File: config.mk
export PLATFORM = sky130hd
export DESIGN_NAME = pfb_input_commutator
export DESIGN_NICKNAME = d
export VERILOG_FILES = /design/src/rtl/pfb_pkg.sv /design/src/rtl/pfb_input_commutator_skid.sv /design/src/rtl/pfb_input_commutator.sv
export SDC_FILE = /design/constraint.sdc
export NUM_CORES = 1
export LEC_CHECK = 0
export ABC_AREA = 0
export BUFFER_PORTS_ARGS = -buffer_cell sky130_fd_sc_hd__buf_2
export CORE_MARGIN = 8
export CORE_UTILIZATION = 30
export CTS_CLUSTER_SIZE = 24
export DETAILED_ROUTE_END_ITERATION = 8
export PLACE_DENSITY = 0.57
export SYNTH_ARGS = -nofsm -noshare
export SYNTH_HDL_FRONTEND = slang
export SYNTH_SLANG_ARGS = --single-unit
File: constraint.sdc
create_clock -name clk -period 2.95 [get_ports clk]
set_input_delay 0.59 -clock clk [delete_from_list [all_inputs] [get_ports clk]]
set_output_delay 0.59 -clock clk [all_outputs]
set_load 0.02 [all_outputs]
File: src/rtl/pfb_pkg.sv
// Shared constants and helpers for the polyphase filter bank datapath.
// Phase-count clamping lives here so every PFB block agrees on legal M.
package pfb_pkg;

    localparam int PFB_PHASE_W    = 11;
    localparam int PFB_SAMP_W     = 32;
    localparam int PFB_MAX_PHASES = 2048;

    // Legal arm counts are 2 .. PFB_MAX_PHASES.
    function automatic logic [11:0] clamp_phases(input logic [11:0] n);
        if (n < 12'd2)
            return 12'd2;
        else if (n > 12'(PFB_MAX_PHASES))
            return 12'(PFB_MAX_PHASES);
        else
            return n;
    endfunction

endpackage

File: src/rtl/pfb_input_commutator_skid.sv
// Two-entry AXI-Stream register slice (main + skid) with registered ready.
// Reusable at any stream boundary that needs full throughput and no comb path.
module axis_skid_2 #(
    parameter int WIDTH = 44
) (
    input  logic             clk,
    input  logic             sync_reset,
    input  logic             s_valid,
    input  logic [WIDTH-1:0] s_data,
    output logic             s_ready,
    output logic             m_valid,
    output logic [WIDTH-1:0] m_data,
    input  logic             m_ready
);

    logic             main_v;
    logic             skid_v;
    logic [WIDTH-1:0] main_d;
    logic [WIDTH-1:0] skid_d;
    logic             accept;

    assign accept  = s_valid & s_ready;
    assign m_valid = main_v;
    assign m_data  = main_d;

    // Main/skid occupancy; ready drops only while skid holds a beat.
    always_ff @(posedge clk) begin
        if (sync_reset) begin
            main_v  <= 1'b0;
            skid_v  <= 1'b0;
            main_d  <= '0;
            skid_d  <= '0;
            s_ready <= 1'b0;
        end else begin
            if (!main_v || m_ready) begin
                if (skid_v) begin
                    main_d <= skid_d;
                    main_v <= 1'b1;
                    skid_v <= 1'b0;
                end else begin
                    main_v <= accept;
                    if (accept)
                        main_d <= s_data;
                end
            end else if (accept) begin
                skid_d <= s_data;
                skid_v <= 1'b1;
            end
            s_ready <= !((skid_v && !m_ready) ||
                         (main_v && !m_ready && accept));
        end
    end

endmodule

File: src/rtl/pfb_input_commutator.sv
// Tags input samples with a descending commutator phase and marks phase 0.
// New arm counts are latched only at frame ends so frames are never split.
module pfb_input_commutator
    import pfb_pkg::*;
#(
    parameter int DATA_WIDTH  = PFB_SAMP_W,
    parameter int PHASE_WIDTH = PFB_PHASE_W
) (
    input  logic                   clk,
    input  logic                   sync_reset,
    input  logic [11:0]            num_phases,
    input  logic                   s_axis_tvalid,
    input  logic [DATA_WIDTH-1:0]  s_axis_tdata,
    output logic                   s_axis_tready,
    output logic                   m_axis_tvalid,
    output logic [DATA_WIDTH-1:0]  m_axis_tdata,
    output logic                   m_axis_tlast,
    input  logic                   m_axis_tready,
    output logic [PHASE_WIDTH-1:0] phase,
    output logic                   frame_start
);

    localparam int W = DATA_WIDTH + PHASE_WIDTH + 1;

    logic [PHASE_WIDTH-1:0] cnt;
    logic [PHASE_WIDTH:0]   m_nxt;
    logic [PHASE_WIDTH-1:0] reload;
    logic                   accept;
    logic                   out_hs;
    logic                   out_first;
    logic [W-1:0]           in_word;
    logic [W-1:0]           out_word;

    assign m_nxt   = (PHASE_WIDTH+1)'(clamp_phases(num_phases));
    assign reload  = PHASE_WIDTH'(m_nxt - 1'b1);
    assign accept  = s_axis_tvalid & s_axis_tready;
    assign out_hs  = m_axis_tvalid & m_axis_tready;
    assign in_word = {s_axis_tdata, cnt, (cnt == '0)};

    assign {m_axis_tdata, phase, m_axis_tlast} = out_word;

    // Phase counter; reload picks up the arm count present at the frame end.
    always_ff @(posedge clk) begin
        if (sync_reset)
            cnt <= reload;
        else if (accept)
            cnt <= (cnt == '0) ? reload : cnt - 1'b1;
    end

    // Frame start: first beat after reset or after a tlast beat leaves.
    always_ff @(posedge clk) begin
        if (sync_reset) begin
            out_first   <= 1'b1;
            frame_start <= 1'b0;
        end else begin
            frame_start <= out_hs & out_first;
            if (out_hs)
                out_first <= m_axis_tlast;
        end
    end

    axis_skid_2 #(
        .WIDTH(W)
    ) u_skid (
        .clk       (clk),
        .sync_reset(sync_reset),
        .s_valid   (s_axis_tvalid),
        .s_data    (in_word),
        .s_ready   (s_axis_tready),
        .m_valid   (m_axis_tvalid),
        .m_data    (out_word),
        .m_ready   (m_axis_tready)
    );

endmodule

==> impl_results.md <==
- Fin nets: 643
- Reg-to-Reg Start: cnt[0]
- Number of synthesized register bits: 104
- Number of filler cells placed in the layout: 1,576
- Netlist area before placement: 0.004586 mm2
- Width of the chip: 139.6 um
- WS Path Type: primary input to register
- Core Footprint: 0.01509 mm2
- Post-synthesis async set-or-reset flop share: 0
- Number of top-level design ports: 95
- Final Hold Fails: 0
- Routability congestion estimate from global placement: 0.8977
- Share of the yosys chip area belonging to registers: 0.4780
- Vias per cell: 4.957
- Number of setup buffers added after CTS: 0
- Routed wire length: 11,810 um
- Slack of the worst reg-to-reg path: 0.67 ns
- Vias in the first global route: 3,857
- Actual slew at the worst max-slew pin: 0.7992 ns
- Fraction of synthesized cell area in xor and xnor cells: 0.01337
- Overall power consumption: 3.106 mW
- Relative slew slack: 0.4672
- Post-CTS Resized: 0
- Run status: finished, final reports clean
- RSZ-0062 raised after global routing: false
- Class of the worst hold path: register to register
- Worst Hold Endpoint: u_skid.skid_d[0]
- Critical path arrival: 2.57 ns
- Power Dens Cells: 564.1 mW/mm2
- Pre-antenna DRT Iters: 4
- Setup-violating endpoint count in the final report: 0
- DRC violations left: 0
- Final critical delay including setup and external delays: 2.477 ns
- Global-route wire length before repair: 19,550 um
- Maximum clock rate: 0.4037 GHz
- Period Utilization, post-route: 0.8398
- Row Count: 45
- Critical path data required time: 3.05 ns
- Category of the worst setup path capture point: register
- Capture point of the worst reg-to-reg path: cnt[3]
- Number of antenna diodes: 0
- Cell chosen for the clock root: sky130_fd_sc_hd__clkbuf_16
- Number of antenna violations at the first check in global routing: 0
- Yosys synthesis warning count: 0
- Hold-fix buffers, CTS: 0
- Die height: 139.6 um
- Number of cells on the worst hold path: 2
- Share of the synthesized area in compound gates (AO/OA/AOI/OAI): 0.1784
- Slew Limit Fails: 0
- Syn_area_per_cell: 8.836 um2
- Syn Nets: 569
- TritonCTS clock tree: built
- Worst Clk Skew: 0.008953 ns
- Sinks on Clock Net: 104
- Largest fanout of any net on the critical path: 9
- Main combinational cell family by area after synthesis: simple AND/OR/NAND/NOR gates
- Input/output buffers: 94
- Number of levels the H-tree was split into: 3
- Area enclosed by the die boundary: 0.01950 mm2
- Maximum count of clock buffers along a single path: 2
- Post-synthesis share of cell area spent on full adders, half adders and majority gates: 0.005457
- Flip-flop cell with the highest count after synthesis: sky130_fd_sc_hd__dfxtp_1
- Clock latency on the worst-skew pair: 0.35 ns
- Via count: 3,891
- Number of distinct library cells after synthesis: 50
- Mux share of post-synthesis cell area: 0.1004
- Number of max-cap violations: 0
- Post-route setup TNS: 0 ns
- Critical path launch point type: primary input
- Average wire per cell in the routed design: 15.04 um
- Number of enable-type register cells in the synthesized netlist: 11
- Inserted Clock Buffers: 9
- Initial core utilization: 0.3039
- Post-Synth Simple-Gate Area: 0.1809
- Worst Min Path Start: u_skid.skid_d[0]
- IR drop worst, VDD: 0.0003401 V
- Gate count of the mapped netlist: 519
- Largest net degree at the start of global routing: 57
- Clock input transition at the sequential cells of the worst setup and hold paths: 0.07 ns
- Final antenna-violating net count: 0
- Area growth from synthesis to final layout: 20.08%
- Violation count after the first detailed-routing iteration: 136
- Fraction of layout instances using a drive strength above 1: 0.2161
- Detailed Place HPWL: 8231 um
- Total grt overflow: 0
- Path depth of the worst reg2reg path: 6
- Lkg Pwr: 1.981 nW
- Total routing usage reported by global routing: 0.1236
==> cells in the mapped netlist (2+ instances only) <==
cell                        count  area, um2
sky130_fd_sc_hd__a2111oi_0      2      17.52
sky130_fd_sc_hd__nand3_1        3      15.01
sky130_fd_sc_hd__mux2i_1       46      460.4
sky130_fd_sc_hd__or4_1          3      22.52
sky130_fd_sc_hd__nand2_1       91      341.6
sky130_fd_sc_hd__ha_1           2      25.02
sky130_fd_sc_hd__xnor2_1        7      61.31
sky130_fd_sc_hd__o21ai_0        5      25.02
sky130_fd_sc_hd__a22oi_1        2      15.01
sky130_fd_sc_hd__clkbuf_1      29      108.9
sky130_fd_sc_hd__a21oi_1       50      250.2
sky130_fd_sc_hd__buf_1          4      15.01
sky130_fd_sc_hd__inv_1          6      22.52
sky130_fd_sc_hd__edfxtp_1      11      330.3
sky130_fd_sc_hd__or3_1          2      12.51
sky130_fd_sc_hd__dfxtp_1       93       1862
sky130_fd_sc_hd__a211oi_1      44      330.3
sky130_fd_sc_hd__nor2b_1        6      37.54
sky130_fd_sc_hd__nor4_1         6      37.54
sky130_fd_sc_hd__nor3_1         6      30.03
sky130_fd_sc_hd__buf_2          9      45.04
sky130_fd_sc_hd__a31oi_1        2      12.51
sky130_fd_sc_hd__nor4_2         2      25.02
sky130_fd_sc_hd__nand2b_1       5      31.28
sky130_fd_sc_hd__o31ai_1        4      30.03
sky130_fd_sc_hd__nor2_1        54      202.7
sky130_fd_sc_hd__nand4_1        2      12.51
==> metrics by stage <==
stage	cell area (um2)	cells	hold WS, ns	utilization	worst slack, ns
finish	5507	785	0.4529	0.3649	0.4727
detailed placement	5223	770	0.4461	0.3461	0.1168
global placement	5223	770	0.4396	0.3461	0.1908
floorplan	4586	519	0.4319	-	0.1551
CTS	5507	785	0.4555	0.3649	0.4767
global route	5507	785	0.4720	0.3649	0.3029
==> power by group <==
| part | switching, mW | internal, mW | leakage (nW) |
|---|---|---|---|
| registers | 0.0565 | 1.51 | 0.865 |
| logic | 0.248 | 0.151 | 0.973 |
| clock network | 0.507 | 0.639 | 0.142 |
==> cell families after synthesis <==
family                     Yosys count
AOI/OAI and AO/OA                  123
xor gates and xnor gates             7
muxes                               46
and+or+nand+nor                    188
DFF                                104
buffers and inverters               49
adders and majority gates            2
==> layer usage <==
metal  global-route usage  share of wire  up-vias
met3              0.04001          0.060       10
met1               0.1446           0.46     1800
met5                    0              0        -
met2               0.2086           0.47      101
li1                     -              -     1980
met4              0.04343          0.012        0
==> registers in the layout, summed over array words and instances (netlist names) <==
| name | count |
|---|---|
| u_skid.m_data | 44 |
| u_skid.skid_d | 44 |
| cnt | 11 |
| frame_start | 1 |
| out_first | 1 |
| u_skid.m_valid | 1 |
| u_skid.s_ready | 1 |
| u_skid.skid_v | 1 |
==> area by class of cell <==
cell class              instances  area (um2)  area share
repair buffers                106       563.0      0.1022
flip-flops and latches        104        2193      0.3983
well taps                     188       235.2     0.04272
clock buffers                  13       270.3     0.04908
inverters                       6       22.52    0.004090
clock inverters                 2       13.76    0.002499
multi-input cells             366        2208      0.4010
==> worst max-delay path by stage <==
stage                              from  endpoint  slack (ns)
after floorplan           num_phases[3]    cnt[4]        0.16
after global placement    num_phases[8]    cnt[4]        0.19
after detailed placement  num_phases[8]    cnt[4]        0.12
after CTS                 num_phases[8]    cnt[4]        0.48
after global routing      num_phases[7]    cnt[4]        0.30
final                     num_phases[8]    cnt[4]        0.47
==> cells in the final DEF (no fill, tap or decap), types with 7 or more instances in the layout <==
| master | instances |
|---|---|
| sky130_fd_sc_hd__dfxtp_1 | 92 |
| sky130_fd_sc_hd__buf_4 | 13 |
| sky130_fd_sc_hd__edfxtp_1 | 11 |
| sky130_fd_sc_hd__nor2_1 | 53 |
| sky130_fd_sc_hd__nand2_1 | 91 |
| sky130_fd_sc_hd__a211oi_1 | 44 |
| sky130_fd_sc_hd__buf_2 | 93 |
| sky130_fd_sc_hd__xnor2_1 | 7 |
| sky130_fd_sc_hd__clkbuf_16 | 9 |
| sky130_fd_sc_hd__mux2i_1 | 46 |
| sky130_fd_sc_hd__a21oi_1 | 50 |
==> critical path: stages <==
cell and delay (ns):
sky130_fd_sc_hd__buf_2 0.11, sky130_fd_sc_hd__or4_1 0.57, sky130_fd_sc_hd__o41ai_2 0.31, sky130_fd_sc_hd__ha_1 0.41, sky130_fd_sc_hd__nor2b_1 0.22, sky130_fd_sc_hd__nand2_1 0.07
sky130_fd_sc_hd__o31ai_1 0.20, sky130_fd_sc_hd__o31ai_1 0.09
Power figures use the tool's default switching activity.
